File: config.mk
export PLATFORM = sky130hd
export DESIGN_NAME = dmem_arbiter
export DESIGN_NICKNAME = d
export VERILOG_FILES = /design/src/rtl/dmem_arb_pkg.sv /design/src/rtl/dmem_rr_pick.sv /design/src/rtl/dmem_arbiter.sv
export SDC_FILE = /design/constraint.sdc
export NUM_CORES = 1
export LEC_CHECK = 0
export CORE_AREA = 2 2 115 117
export DETAILED_ROUTE_END_ITERATION = 10
export DIE_AREA = 0 0 117 119
export PLACE_DENSITY = 0.67
export SETUP_SLACK_MARGIN = 0.3
export SKIP_CTS_REPAIR_TIMING = 1
export SLEW_MARGIN = 10
export SYNTH_ARGS = -nofsm -noshare
export SYNTH_HDL_FRONTEND = slang
export SYNTH_SLANG_ARGS = --single-unit
File: constraint.sdc
create_clock -name clk -period 3.4 [get_ports clk]
set_input_delay 1.02 -clock clk [delete_from_list [all_inputs] [get_ports clk]]
set_output_delay 1.02 -clock clk [all_outputs]
set_load 0.005 [all_outputs]
File: src/rtl/dmem_arb_pkg.sv
// Shared types for the data-memory arbiter: FSM states, requester ids, latched request control.
package dmem_arb_pkg;

  typedef enum logic [1:0] {
    IDLE,
    ISSUE,
    RESP
  } arb_state_e;

  typedef enum logic {
    REQ_CORE,
    REQ_DBG
  } req_id_e;

  // Control half of an accepted request; address/data travel straight to the mem_* registers.
  typedef struct packed {
    req_id_e id;
    logic    we;
    logic    err;
  } req_ctl_t;

endpackage

File: src/rtl/dmem_rr_pick.sv
// Two-way round-robin pick: bit0 = core, bit1 = debug; tie goes to the port that did not win last.
// Purely combinational; lock pins the grant to debug (core starves while lock is high).
module dmem_rr_pick
  import dmem_arb_pkg::*;
(
  input  logic [1:0] valid,
  input  req_id_e    last_grant,
  input  logic       lock,
  output logic [1:0] grant
);

  always_comb begin
    grant = 2'b00;
    if (lock) begin
      grant[1] = valid[1];
    end else if (&valid) begin
      if (last_grant == REQ_DBG) grant[0] = 1'b1;
      else                       grant[1] = 1'b1;
    end else begin
      grant = valid;
    end
  end

endmodule

File: src/rtl/dmem_arbiter.sv
// Shares single-port data_mem between core LSU and debug port; 3-cycle access (accept, issue, respond).
// Ready only in IDLE, responses have no back-pressure; DMEM_ARB_LOCK_EN enables debug grant locking.
module dmem_arbiter
  import dmem_arb_pkg::*;
#(
  parameter  int ADDR_W = 32,
  parameter  int DATA_W = 32,
  parameter  int DEPTH  = 1024,
  localparam int MW     = DATA_W / 8,
  localparam int AW     = $clog2(DEPTH)
) (
  input  logic              clk,
  input  logic              rst,
  input  logic              core_req_valid,
  output logic              core_req_ready,
  input  logic              core_req_we,
  input  logic [ADDR_W-1:0] core_req_addr,
  input  logic [DATA_W-1:0] core_req_wdata,
  input  logic [MW-1:0]     core_req_mask,
  output logic              core_rsp_valid,
  output logic [DATA_W-1:0] core_rsp_rdata,
  output logic              core_rsp_err,
  input  logic              dbg_req_valid,
  output logic              dbg_req_ready,
  input  logic              dbg_req_we,
  input  logic [ADDR_W-1:0] dbg_req_addr,
  input  logic [DATA_W-1:0] dbg_req_wdata,
  input  logic [MW-1:0]     dbg_req_mask,
  output logic              dbg_rsp_valid,
  output logic [DATA_W-1:0] dbg_rsp_rdata,
  output logic              dbg_rsp_err,
  input  logic              dbg_lock,
  output logic              mem_en,
  output logic              mem_we,
  output logic [AW-1:0]     mem_addr,
  output logic [DATA_W-1:0] mem_wdata,
  output logic [MW-1:0]     mem_mask,
  input  logic [DATA_W-1:0] mem_rdata
);

  arb_state_e        state;
  req_id_e           last_grant;
  req_id_e           win_id;
  req_ctl_t          ctl;
  logic [1:0]        grant;
  logic              lock;
  logic              idle;
  logic [ADDR_W-3:0] req_idx;
  logic              req_we;
  logic [DATA_W-1:0] req_wdata;
  logic [MW-1:0]     req_mask;
  logic              req_err;
  logic              unused_ok;

`ifdef DMEM_ARB_LOCK_EN
  assign lock = dbg_lock && (last_grant == REQ_DBG);
`else
  assign lock = 1'b0;
`endif

  // Byte offset is dropped on purpose: accesses are word-wide with byte enables.
  assign unused_ok = ^{core_req_addr[1:0], dbg_req_addr[1:0], dbg_lock};

  dmem_rr_pick u_pick (
    .valid      ({dbg_req_valid, core_req_valid}),
    .last_grant (last_grant),
    .lock       (lock),
    .grant      (grant)
  );

  assign idle           = (state == IDLE) && !rst;
  assign core_req_ready = idle && grant[0];
  assign dbg_req_ready  = idle && grant[1];
  assign win_id         = grant[1] ? REQ_DBG : REQ_CORE;

  always_comb begin
    req_idx   = core_req_addr[ADDR_W-1:2];
    req_we    = core_req_we;
    req_wdata = core_req_wdata;
    req_mask  = core_req_mask;
    if (grant[1]) begin
      req_idx   = dbg_req_addr[ADDR_W-1:2];
      req_we    = dbg_req_we;
      req_wdata = dbg_req_wdata;
      req_mask  = dbg_req_mask;
    end
  end

  assign req_err = (req_idx >= (ADDR_W-2)'(DEPTH));

  always_ff @(posedge clk) begin
    if (rst) begin
      state          <= IDLE;
      last_grant     <= REQ_DBG;
      ctl            <= '{id: REQ_CORE, we: 1'b0, err: 1'b0};
      mem_en         <= 1'b0;
      mem_we         <= 1'b0;
      mem_addr       <= '0;
      mem_wdata      <= '0;
      mem_mask       <= '0;
      core_rsp_valid <= 1'b0;
      core_rsp_err   <= 1'b0;
      dbg_rsp_valid  <= 1'b0;
      dbg_rsp_err    <= 1'b0;
    end else begin
      mem_en         <= 1'b0;
      mem_we         <= 1'b0;
      core_rsp_valid <= 1'b0;
      core_rsp_err   <= 1'b0;
      dbg_rsp_valid  <= 1'b0;
      dbg_rsp_err    <= 1'b0;
      case (state)
        IDLE: begin
          if (|grant) begin
            ctl        <= '{id: win_id, we: req_we, err: req_err};
            last_grant <= win_id;
            // Out-of-range accesses never touch the memory; they only produce an error response.
            mem_en     <= !req_err;
            mem_we     <= req_we && !req_err;
            mem_addr   <= req_idx[AW-1:0];
            mem_wdata  <= req_wdata;
            mem_mask   <= req_mask;
            state      <= ISSUE;
          end
        end
        ISSUE: begin
          core_rsp_valid <= (ctl.id == REQ_CORE);
          core_rsp_err   <= (ctl.id == REQ_CORE) && ctl.err;
          dbg_rsp_valid  <= (ctl.id == REQ_DBG);
          dbg_rsp_err    <= (ctl.id == REQ_DBG) && ctl.err;
          state          <= RESP;
        end
        RESP:    state <= IDLE;
        default: state <= IDLE;
      endcase
    end
  end

  // mem_rdata lands during RESP, so it is forwarded rather than registered.
  assign core_rsp_rdata = (core_rsp_valid && !ctl.we && !ctl.err) ? mem_rdata : '0;
  assign dbg_rsp_rdata  = (dbg_rsp_valid  && !ctl.we && !ctl.err) ? mem_rdata : '0;

endmodule

==> impl_table.tex, run 1 <==
\begin{tabular}{lr}
\hline
Metric & Value \\
\hline
\multicolumn{2}{l}{\textbf{Run status}} \\
Status & completed \\
\multicolumn{2}{l}{\textbf{Clocking}} \\
Number of H-tree levels & 3 \\
Register clock-pin slew on the reported worst setup and hold paths & 50 ps \\
Clk root buf & clkbuf\_16 \\
Buffers from clock root to sink, at most & 2 \\
CTS Buf Count & 9 \\
Skew-Pair Late Insertion Delay & 320 ps \\
Total clock sinks & 58 \\
CTS tree & yes \\
\multicolumn{2}{l}{\textbf{Detailed routing}} \\
First-iteration detailed-routing DRC count & 125 \\
DRT antenna net count & 0 \\
Via count & 3834 \\
Detailed-route vias per instance & 4.55 \\
Routed wire length per instance & 15.7 um \\
Detailed-routing iteration count for the pre-antenna-repair pass & 4 \\
\# DRC & 0 \\
Total routed wirelength & 13.2 mm \\
\multicolumn{2}{l}{\textbf{Power and ir drop}} \\
Power Dens Cells & 380 nW/um\^{}2 \\
Switching share of power & 23.4\% \\
Gate power share & 25.5\% \\
Tot Pwr & 0.00253 W \\
Maximum resistive drop on vdd & 0.235 mV \\
Power dissipated by switching net loads & 0.000593 W \\
Internal cell power & 0.00194 W \\
Share of total power in sequential cells & 32.4\% \\
Clock share of power & 42.0\% \\
Static power due to leakage & 3.64 nW \\
\multicolumn{2}{l}{\textbf{Floorplanning}} \\
Die Y & 119 um \\
Full die area & 13900 sq um \\
Initial standard-cell utilization of the core & 23.7\% \\
Number of placed I/O pins & 293 \\
Core outline area & 12900 sq um \\
Number of placement rows & 42 \\
Die Wd & 117 um \\
\multicolumn{2}{l}{\textbf{Final layout}} \\
Share of layout cells above drive strength 1 & 5.42\% \\
Design area & 6660 sq um \\
Final layout net count & 834 \\
Area added between synthesis and finish & 118\% \\
Post-route non-filler standard cell count & 842 \\
\multicolumn{2}{l}{\textbf{Logic synthesis}} \\
Synth Flop Type & dfxtp\_1 \\
Share of synthesized area occupied by flip-flops and latches & 38.1\% \\
Cell area after technology mapping & 3050 sq um \\
Synth Register Bits & 58 \\
Count of flip-flops with a built-in enable after synthesis & 0 \\
Cell types with the largest area share after synthesis & dfxtp\_1 38\%, and2\_1 14\%, a32oi\_1 13\%, nand2\_1 12\%, nand2b\_1 10\% \\
Unique masters post-synth & 29 \\
Area share of the largest cell type after synthesis & 38.1\% \\
Post-synthesis cell count & 381 \\
Async set-or-reset flop fraction in the synthesized netlist & 0\% \\
Largest area contributor in the netlist & dfxtp\_1 \\
Commonest cells in the synthesized netlist & 94 x nand2\_1, 68 x and2\_1, 58 x dfxtp\_1 \\
Mapped Avg Cell Area & 8.01 sq um \\
Most used standard cell by instance count after synthesis & nand2\_1 \\
Synth Net Count & 556 \\
Synthesis Warnings & 0 \\
\multicolumn{2}{l}{\textbf{Timing}} \\
Final count of hold timing violations & 0 \\
Setup repair after global routing missed its margin & no \\
Worst-case setup margin in the final layout & 372 ps \\
Achievable frequency & 330 MHz \\
Crit path time final & 3030 ps \\
Period utilization & 89.1\% \\
Fin. max-slew vios & 0 \\
Setup tns final & 0 ps \\
Clock Skew & 6.04 ps \\
Total setup violations reported at the end of the flow & 0 \\
Worst slew pin tran & 538 ps \\
Worst slew margin relative to its limit & 64.1\% \\
\multicolumn{2}{l}{\textbf{Setup path}} \\
CP Data Required Time & 2380 ps \\
Type of element launching the critical path & input pin \\
Launch instance of the worst register-to-register path & last\_grant\$\_SDFFE\_PP1P\_ \\
Bufs and invs on worst path & 2 \\
Critical path origin & dbg\_req\_valid \\
Endpoint of the lowest-slack register-to-register path & mem\_we\$\_SDFF\_PP0\_ \\
Crit path max-delay family & buffers and inverters \\
Critical path class & in2out \\
CP Depth & 4 \\
Sequence of cells on the critical path & clkdlybuf4s50\_1, a21boi\_4, and2\_4, dlymetal6s2s\_1 \\
Number of cells on the worst reg-to-reg path & 5 \\
Worst setup slack for register-to-register paths & 1660 ps \\
Critical path's slowest cell & clkdlybuf4s50\_1 \\
Crit path DAT & 2010 ps \\
Highest cell delay on the worst timing path & 490 ps \\
Capturing element type of the critical path & output port \\
Peak fanout along the critical path & 2 \\
\multicolumn{2}{l}{\textbf{GRT}} \\
Remaining Overflow, GRT & 0 \\
Largest net degree at the start of global routing & 52 \\
Global routing usage summed across all routing layers & 17.8\% \\
Number of global-route vias before repair & 4003 \\
Number of antenna violations at the first check in global routing & 2 \\
First-pass GRT wire length & 19.3 mm \\
\multicolumn{2}{l}{\textbf{Min path}} \\
Hold\_sp & mem\_mask[0]\$\_SDFFE\_PP0P\_ \\
Hold depth & 2 \\
Class of the most critical hold timing path & reg2reg \\
End point of the worst hold path & mem\_mask[0]\$\_SDFFE\_PP0P\_ \\
\multicolumn{2}{l}{\textbf{Place}} \\
Dpl cell area & 6120 sq um \\
Pre-CTS worst setup slack & -86.4 ps \\
Global placer's final weighted congestion & 0.857 \\
Number of buffers added on ports & 287 \\
Placed Cells & 824 \\
Half-perimeter wire length after detailed placement & 9.98 mm \\
\multicolumn{2}{l}{\textbf{Flow run}} \\
Number of maximum-capacitance violations & 0 \\
\hline
\end{tabular}
## area by class of cell
class,count,area (sq um)
antenna,2,5.00
clock buffer,12,256
clock inverter,4,97.6
fill,1212,6210
inverter,1,3.75
multi-input combinational,291,1770
sequential,58,1160
tap,176,220
timing repair buffer,298,3150
## per-layer routing
layer / up-vias / share of wire [%] / routed length [um] / global-route usage [%]
li1: 1864 / - / - / -
met4: 0 / 3.2 / 429 / 7.87
met1: 1751 / 34 / 4520 / 16.4
met5: - / 0 / 0 / 0
met3: 30 / 11 / 1420 / 7.07
met2: 189 / 52 / 6840 / 33.7
## logic make-up (layout without fill, tap and decap cells)
logic type / after synthesis / count (layout) / share of synthesized area (%)
mux: 1 / 1 / 0.328
compound gates: 56 / 56 / 15.8
buf+inv: 32 / 315 / 5.41
simple gates: 234 / 234 / 40.4
other cells: 0 / 2 / 0
flops: 58 / 58 / 38.1
## layout by cell type (no fill, tap or decap), drive strengths merged
cell	count
nor4	10
and2	68
inv	1
bufinv	3
a21bo	1
nor3b	4
clkinvlp	1
a22oi	1
dlymetal6s2s	66
o21a	1
nor2b	1
nand4	2
nand2b	49
mux2i	1
dfxtp	58
clkbuf	12
nor2	2
a31oi	1
nor3	1
a21oi	1
clkdlybuf4s50	221
a211oi	1
nand2	94
diode	2
a32oi	46
buf	11
o22ai	1
and3	2
o21ai	1
o21bai	1
or2	1
a21boi	1
## stage by stage
stage / hold slack, ps / util, %
finish: 459 / 51.7
global route: 485 / 51.7
CTS: 461 / 50.3
detailed placement: 452 / 47.5
global placement: 447 / 47.5
floorplan: 430 / -
## power by group through the flow
stage,clock (W),combinational (W),sequential [W]
after global placement,0,0.000641,0.000827
after global routing,0.00112,0.000697,0.000832
after detailed placement,0,0.000652,0.000832
after floorplan,0,0.000195,0.000834
final,0.00106,0.000647,0.000821
after CTS,0.00109,0.000657,0.000820
## registers in the layout (all words and copies together), names as in the netlist
name and flops:
core_rsp_err 1, core_rsp_valid 1, ctl 3, dbg_rsp_err 1
dbg_rsp_valid 1, last_grant 1, mem_addr 10, mem_en 1
mem_mask 4, mem_wdata 32, mem_we 1, state 2
## worst min-delay path: stages, from the launching register on
cell      delay [ps]
dfxtp_1          300
nand2b_1          60
a32oi_1           50
## worst max path at each step
stage	to	slack, ps
floorplan	dbg_req_ready	880
global placement	dbg_req_ready	-90
detailed placement	dbg_req_ready	-90
CTS	dbg_req_ready	-80
global route	core_req_ready	300
finish	dbg_req_ready	370
Note: power is estimated with default switching activity, not from simulation.
==> inputs of run 2 (changes only) <==
- GPL_TIMING_DRIVEN: unset -> 0
==> run 2 against run 1 <==
  * Setup slack better by 27 ps
  * Cell area down 0.43%
  * Sequential share of layout area grew 0.076 points
  * First-iteration DRC count up 2.4%
  * Wire length up 5.5%
  * Cell count is 2.3% higher
==> impl_table.tex, run 2 (synthesized netlist as in run 1, its figures left out) <==
\begin{tabular}{lr}
\hline
Metric & Value \\
\hline
\multicolumn{2}{l}{\textbf{Final layout}} \\
Design area & 6630 sq um (was 6660 sq um) \\
Leading cell type in the layout, fill and taps excluded & clkdlybuf4s50\_1 (unchanged) \\
Final layout net count & 854 (was 834) \\
Share of layout cells above drive strength 1 & 5.86\% (was 5.42\%) \\
Area added between synthesis and finish & 117\% (was 118\%) \\
Commonest non-fill, non-tap cells in the layout & 218 x clkdlybuf4s50\_1, 94 x nand2\_1, 68 x and2\_1, 68 x dlymetal6s2s\_1, 58 x dfxtp\_1 (was 221 x clkdlybuf4s50\_1, 94 x nand2\_1, 67 x and2\_1) \\
Post-route non-filler standard cell count & 861 (was 842) \\
Leading registers by flop count & mem\_wdata: 32 flops, mem\_addr: 10 flops, mem\_mask: 4 flops (unchanged) \\
Largest reg by FF count & mem\_wdata (unchanged) \\
Number of flip-flops in the largest register & 32 (unchanged) \\
\multicolumn{2}{l}{\textbf{Setup path}} \\
Critical path class & in2out (unchanged) \\
Type of element launching the critical path & input pin (unchanged) \\
Bufs and invs on worst path & 3 (was 2) \\
Crit path max-delay family & buffers and inverters (unchanged) \\
Crit-path most repeated cell & dlymetal6s2s\_1 \\
Crit path DAT & 1980 ps (was 2010 ps) \\
Peak fanout along the critical path & 10 (was 2) \\
Sequence of cells on the critical path & dlymetal6s2s\_1, a21boi\_4, buf\_6, and2\_1, dlymetal6s2s\_1 (was clkdlybuf4s50\_1, a21boi\_4, and2\_4, dlymetal6s2s\_1) \\
Worst setup slack for register-to-register paths & 1810 ps (was 1660 ps) \\
CP Data Required Time & 2380 ps (about the same) \\
Capturing element type of the critical path & output port (unchanged) \\
Highest cell delay on the worst timing path & 240 ps (was 490 ps) \\
Number of cells on the worst reg-to-reg path & 4 (was 5) \\
Launch instance of the worst register-to-register path & state[1]\$\_SDFFE\_PP0P\_ (was last\_grant\$\_SDFFE\_PP1P\_) \\
Critical path's slowest cell & a21boi\_4 (was clkdlybuf4s50\_1) \\
Endpoint of the lowest-slack register-to-register path & mem\_wdata[26]\$\_SDFFE\_PP0P\_ (was mem\_we\$\_SDFF\_PP0\_) \\
\multicolumn{2}{l}{\textbf{Clocking}} \\
Buffers from clock root to sink, at most & 2 (unchanged) \\
Clk root buf & clkbuf\_16 (unchanged) \\
Skew-Pair Late Insertion Delay & 320 ps (about the same) \\
Register clock-pin slew on the reported worst setup and hold paths & 50 ps (about the same) \\
Total clock sinks & 58 (unchanged) \\
Number of H-tree levels & 3 (unchanged) \\
CTS tree & yes (unchanged) \\
CTS Buf Count & 9 (unchanged) \\
\multicolumn{2}{l}{\textbf{GRT}} \\
GR met3 Demand/Resource & 6.16\% (was 7.07\%) \\
Number of global-route vias before repair & 4091 (was 4003) \\
Met2 Use GR & 35.2\% (was 33.7\%) \\
Highest-utilization routing layer at the global route stage & met2 (unchanged) \\
Global routing usage summed across all routing layers & 18.7\% (was 17.8\%) \\
Met1 global-route usage & 17.8\% (was 16.4\%) \\
Largest net degree at the start of global routing & 11 (was 52) \\
First-pass GRT wire length & 20.1 mm (was 19.3 mm) \\
Remaining Overflow, GRT & 0 (unchanged) \\
Number of antenna violations at the first check in global routing & 2 (unchanged) \\
\multicolumn{2}{l}{\textbf{Timing}} \\
Clock Skew & 6.38 ps (was 6.04 ps) \\
Worst slew pin tran & 508 ps (was 538 ps) \\
Period utilization & 88.3\% (was 89.1\%) \\
Total setup violations reported at the end of the flow & 0 (unchanged) \\
Worst-case setup margin in the final layout & 398 ps (was 372 ps) \\
Crit path time final & 3000 ps (was 3030 ps) \\
Final count of hold timing violations & 0 (unchanged) \\
Setup repair after global routing missed its margin & no (unchanged) \\
Fin. max-slew vios & 0 (unchanged) \\
Achievable frequency & 333 MHz (was 330 MHz) \\
Worst slew margin relative to its limit & 66.1\% (was 64.1\%) \\
\multicolumn{2}{l}{\textbf{Detailed routing}} \\
Detailed-routing iteration count for the pre-antenna-repair pass & 5 (was 4) \\
DRT antenna net count & 0 (unchanged) \\
First-iteration detailed-routing DRC count & 128 (was 125) \\
\# DRC & 0 (unchanged) \\
Detailed-route vias per instance & 4.56 (was 4.55) \\
Routed wire length per instance & 16.2 um (was 15.7 um) \\
Total routed wirelength & 13.9 mm (was 13.2 mm) \\
Via count & 3924 (was 3834) \\
\multicolumn{2}{l}{\textbf{Power and ir drop}} \\
Static power due to leakage & 3.67 nW (was 3.64 nW) \\
Power Dens Cells & 354 nW/um\^{}2 (was 380 nW/um\^{}2) \\
Maximum resistive drop on vdd & 0.216 mV (was 0.235 mV) \\
Tot Pwr & 0.00235 W (was 0.00253 W) \\
\multicolumn{2}{l}{\textbf{Flow run}} \\
Number of maximum-capacitance violations & 0 (unchanged) \\
\multicolumn{2}{l}{\textbf{Floorplanning}} \\
Number of placement rows & 42 (unchanged) \\
Number of placed I/O pins & 293 (unchanged) \\
Die Wd & 117 um (unchanged) \\
Initial standard-cell utilization of the core & 23.7\% (unchanged) \\
Core outline area & 12900 sq um (unchanged) \\
Die Y & 119 um (unchanged) \\
Full die area & 13900 sq um (unchanged) \\
\multicolumn{2}{l}{\textbf{Place}} \\
Half-perimeter wire length after detailed placement & 11.0 mm (was 9.98 mm) \\
Pre-CTS worst setup slack & -426 ps (was -86.4 ps) \\
Placed Cells & 844 (was 824) \\
Number of buffers added on ports & 287 (unchanged) \\
Global placer's final weighted congestion & 0.845 (was 0.857) \\
Dpl cell area & 6140 sq um (was 6120 sq um) \\
\multicolumn{2}{l}{\textbf{Min path}} \\
Hold depth & 1 (was 2) \\
Class of the most critical hold timing path & reg2reg (unchanged) \\
Hold\_sp & ctl[2]\$\_SDFFE\_PP0P\_ (was mem\_mask[0]\$\_SDFFE\_PP0P\_) \\
End point of the worst hold path & core\_rsp\_valid\$\_SDFF\_PP0\_ (was mem\_mask[0]\$\_SDFFE\_PP0P\_) \\
\multicolumn{2}{l}{\textbf{Run status}} \\
Status & completed (unchanged) \\
\hline
\end{tabular}
==> run 2: area by class of cell <==
class | count | area, sq um
Sequential cell | 58 | 1160
Timing Repair Buffer | 287 | 3040
Clock buffer | 12 | 246
Tap cell | 176 | 220
Clock inverter | 3 | 40.0
Buffer | 31 | 171
Antenna cell | 2 | 5.00
Inverter | 1 | 3.75
Multi-Input combinational cell | 291 | 1750
Fill cell | 1224 | 6240
==> run 2: worst max-delay path by stage <==
stage,depth (start not counted),startpoint,end
2_1_floorplan,3,dbg_req_valid,dbg_req_ready
3_3_place_gp,5,dbg_req_valid,dbg_req_ready
3_5_place_dp,5,dbg_req_valid,dbg_req_ready
4_1_cts,5,dbg_req_valid,dbg_req_ready
5_1_grt,5,dbg_req_valid,dbg_req_ready
6_report,5,dbg_req_valid,dbg_req_ready
==> run 2: through the flow <==
step,hold WS (ps),TNS (ps),utilization [%]
2_1_floorplan,430,0,-
3_3_place_gp,446,-610,47.7
3_5_place_dp,453,-609,47.7
4_1_cts,465,-616,49.9
5_1_grt,483,0,51.5
6_report,458,0,51.5
==> run 2: per-layer routing <==
| layer | vias up | wire (um) |
|---|---|---|
| met1 | 1810 | 5080 |
| met3 | 27 | 1290 |
| met4 | 0 | 453 |
| li1 | 1905 | - |
| met5 | - | 0 |
| met2 | 182 | 7100 |
==> run 2: power breakdown <==
group          switching (W)  internal [W]
sequential         0.0000527      0.000770
clock               0.000294      0.000580
combinational       0.000240      0.000414
total               0.000587       0.00176
==> run 2: worst reg2reg max path, cell delays in order (launching register included) <==
cell      delay, ps
dfxtp_1         350
nor2_1          190
o21a_1          270
clkbuf_1        430
a32oi_1         200
==> inputs of run 3 (changes only) <==
- CTS_CLUSTER_DIAMETER: unset -> 40
==> results of run 3 <==
No change in the layout: final DEF, timing and power equal those of run 2.
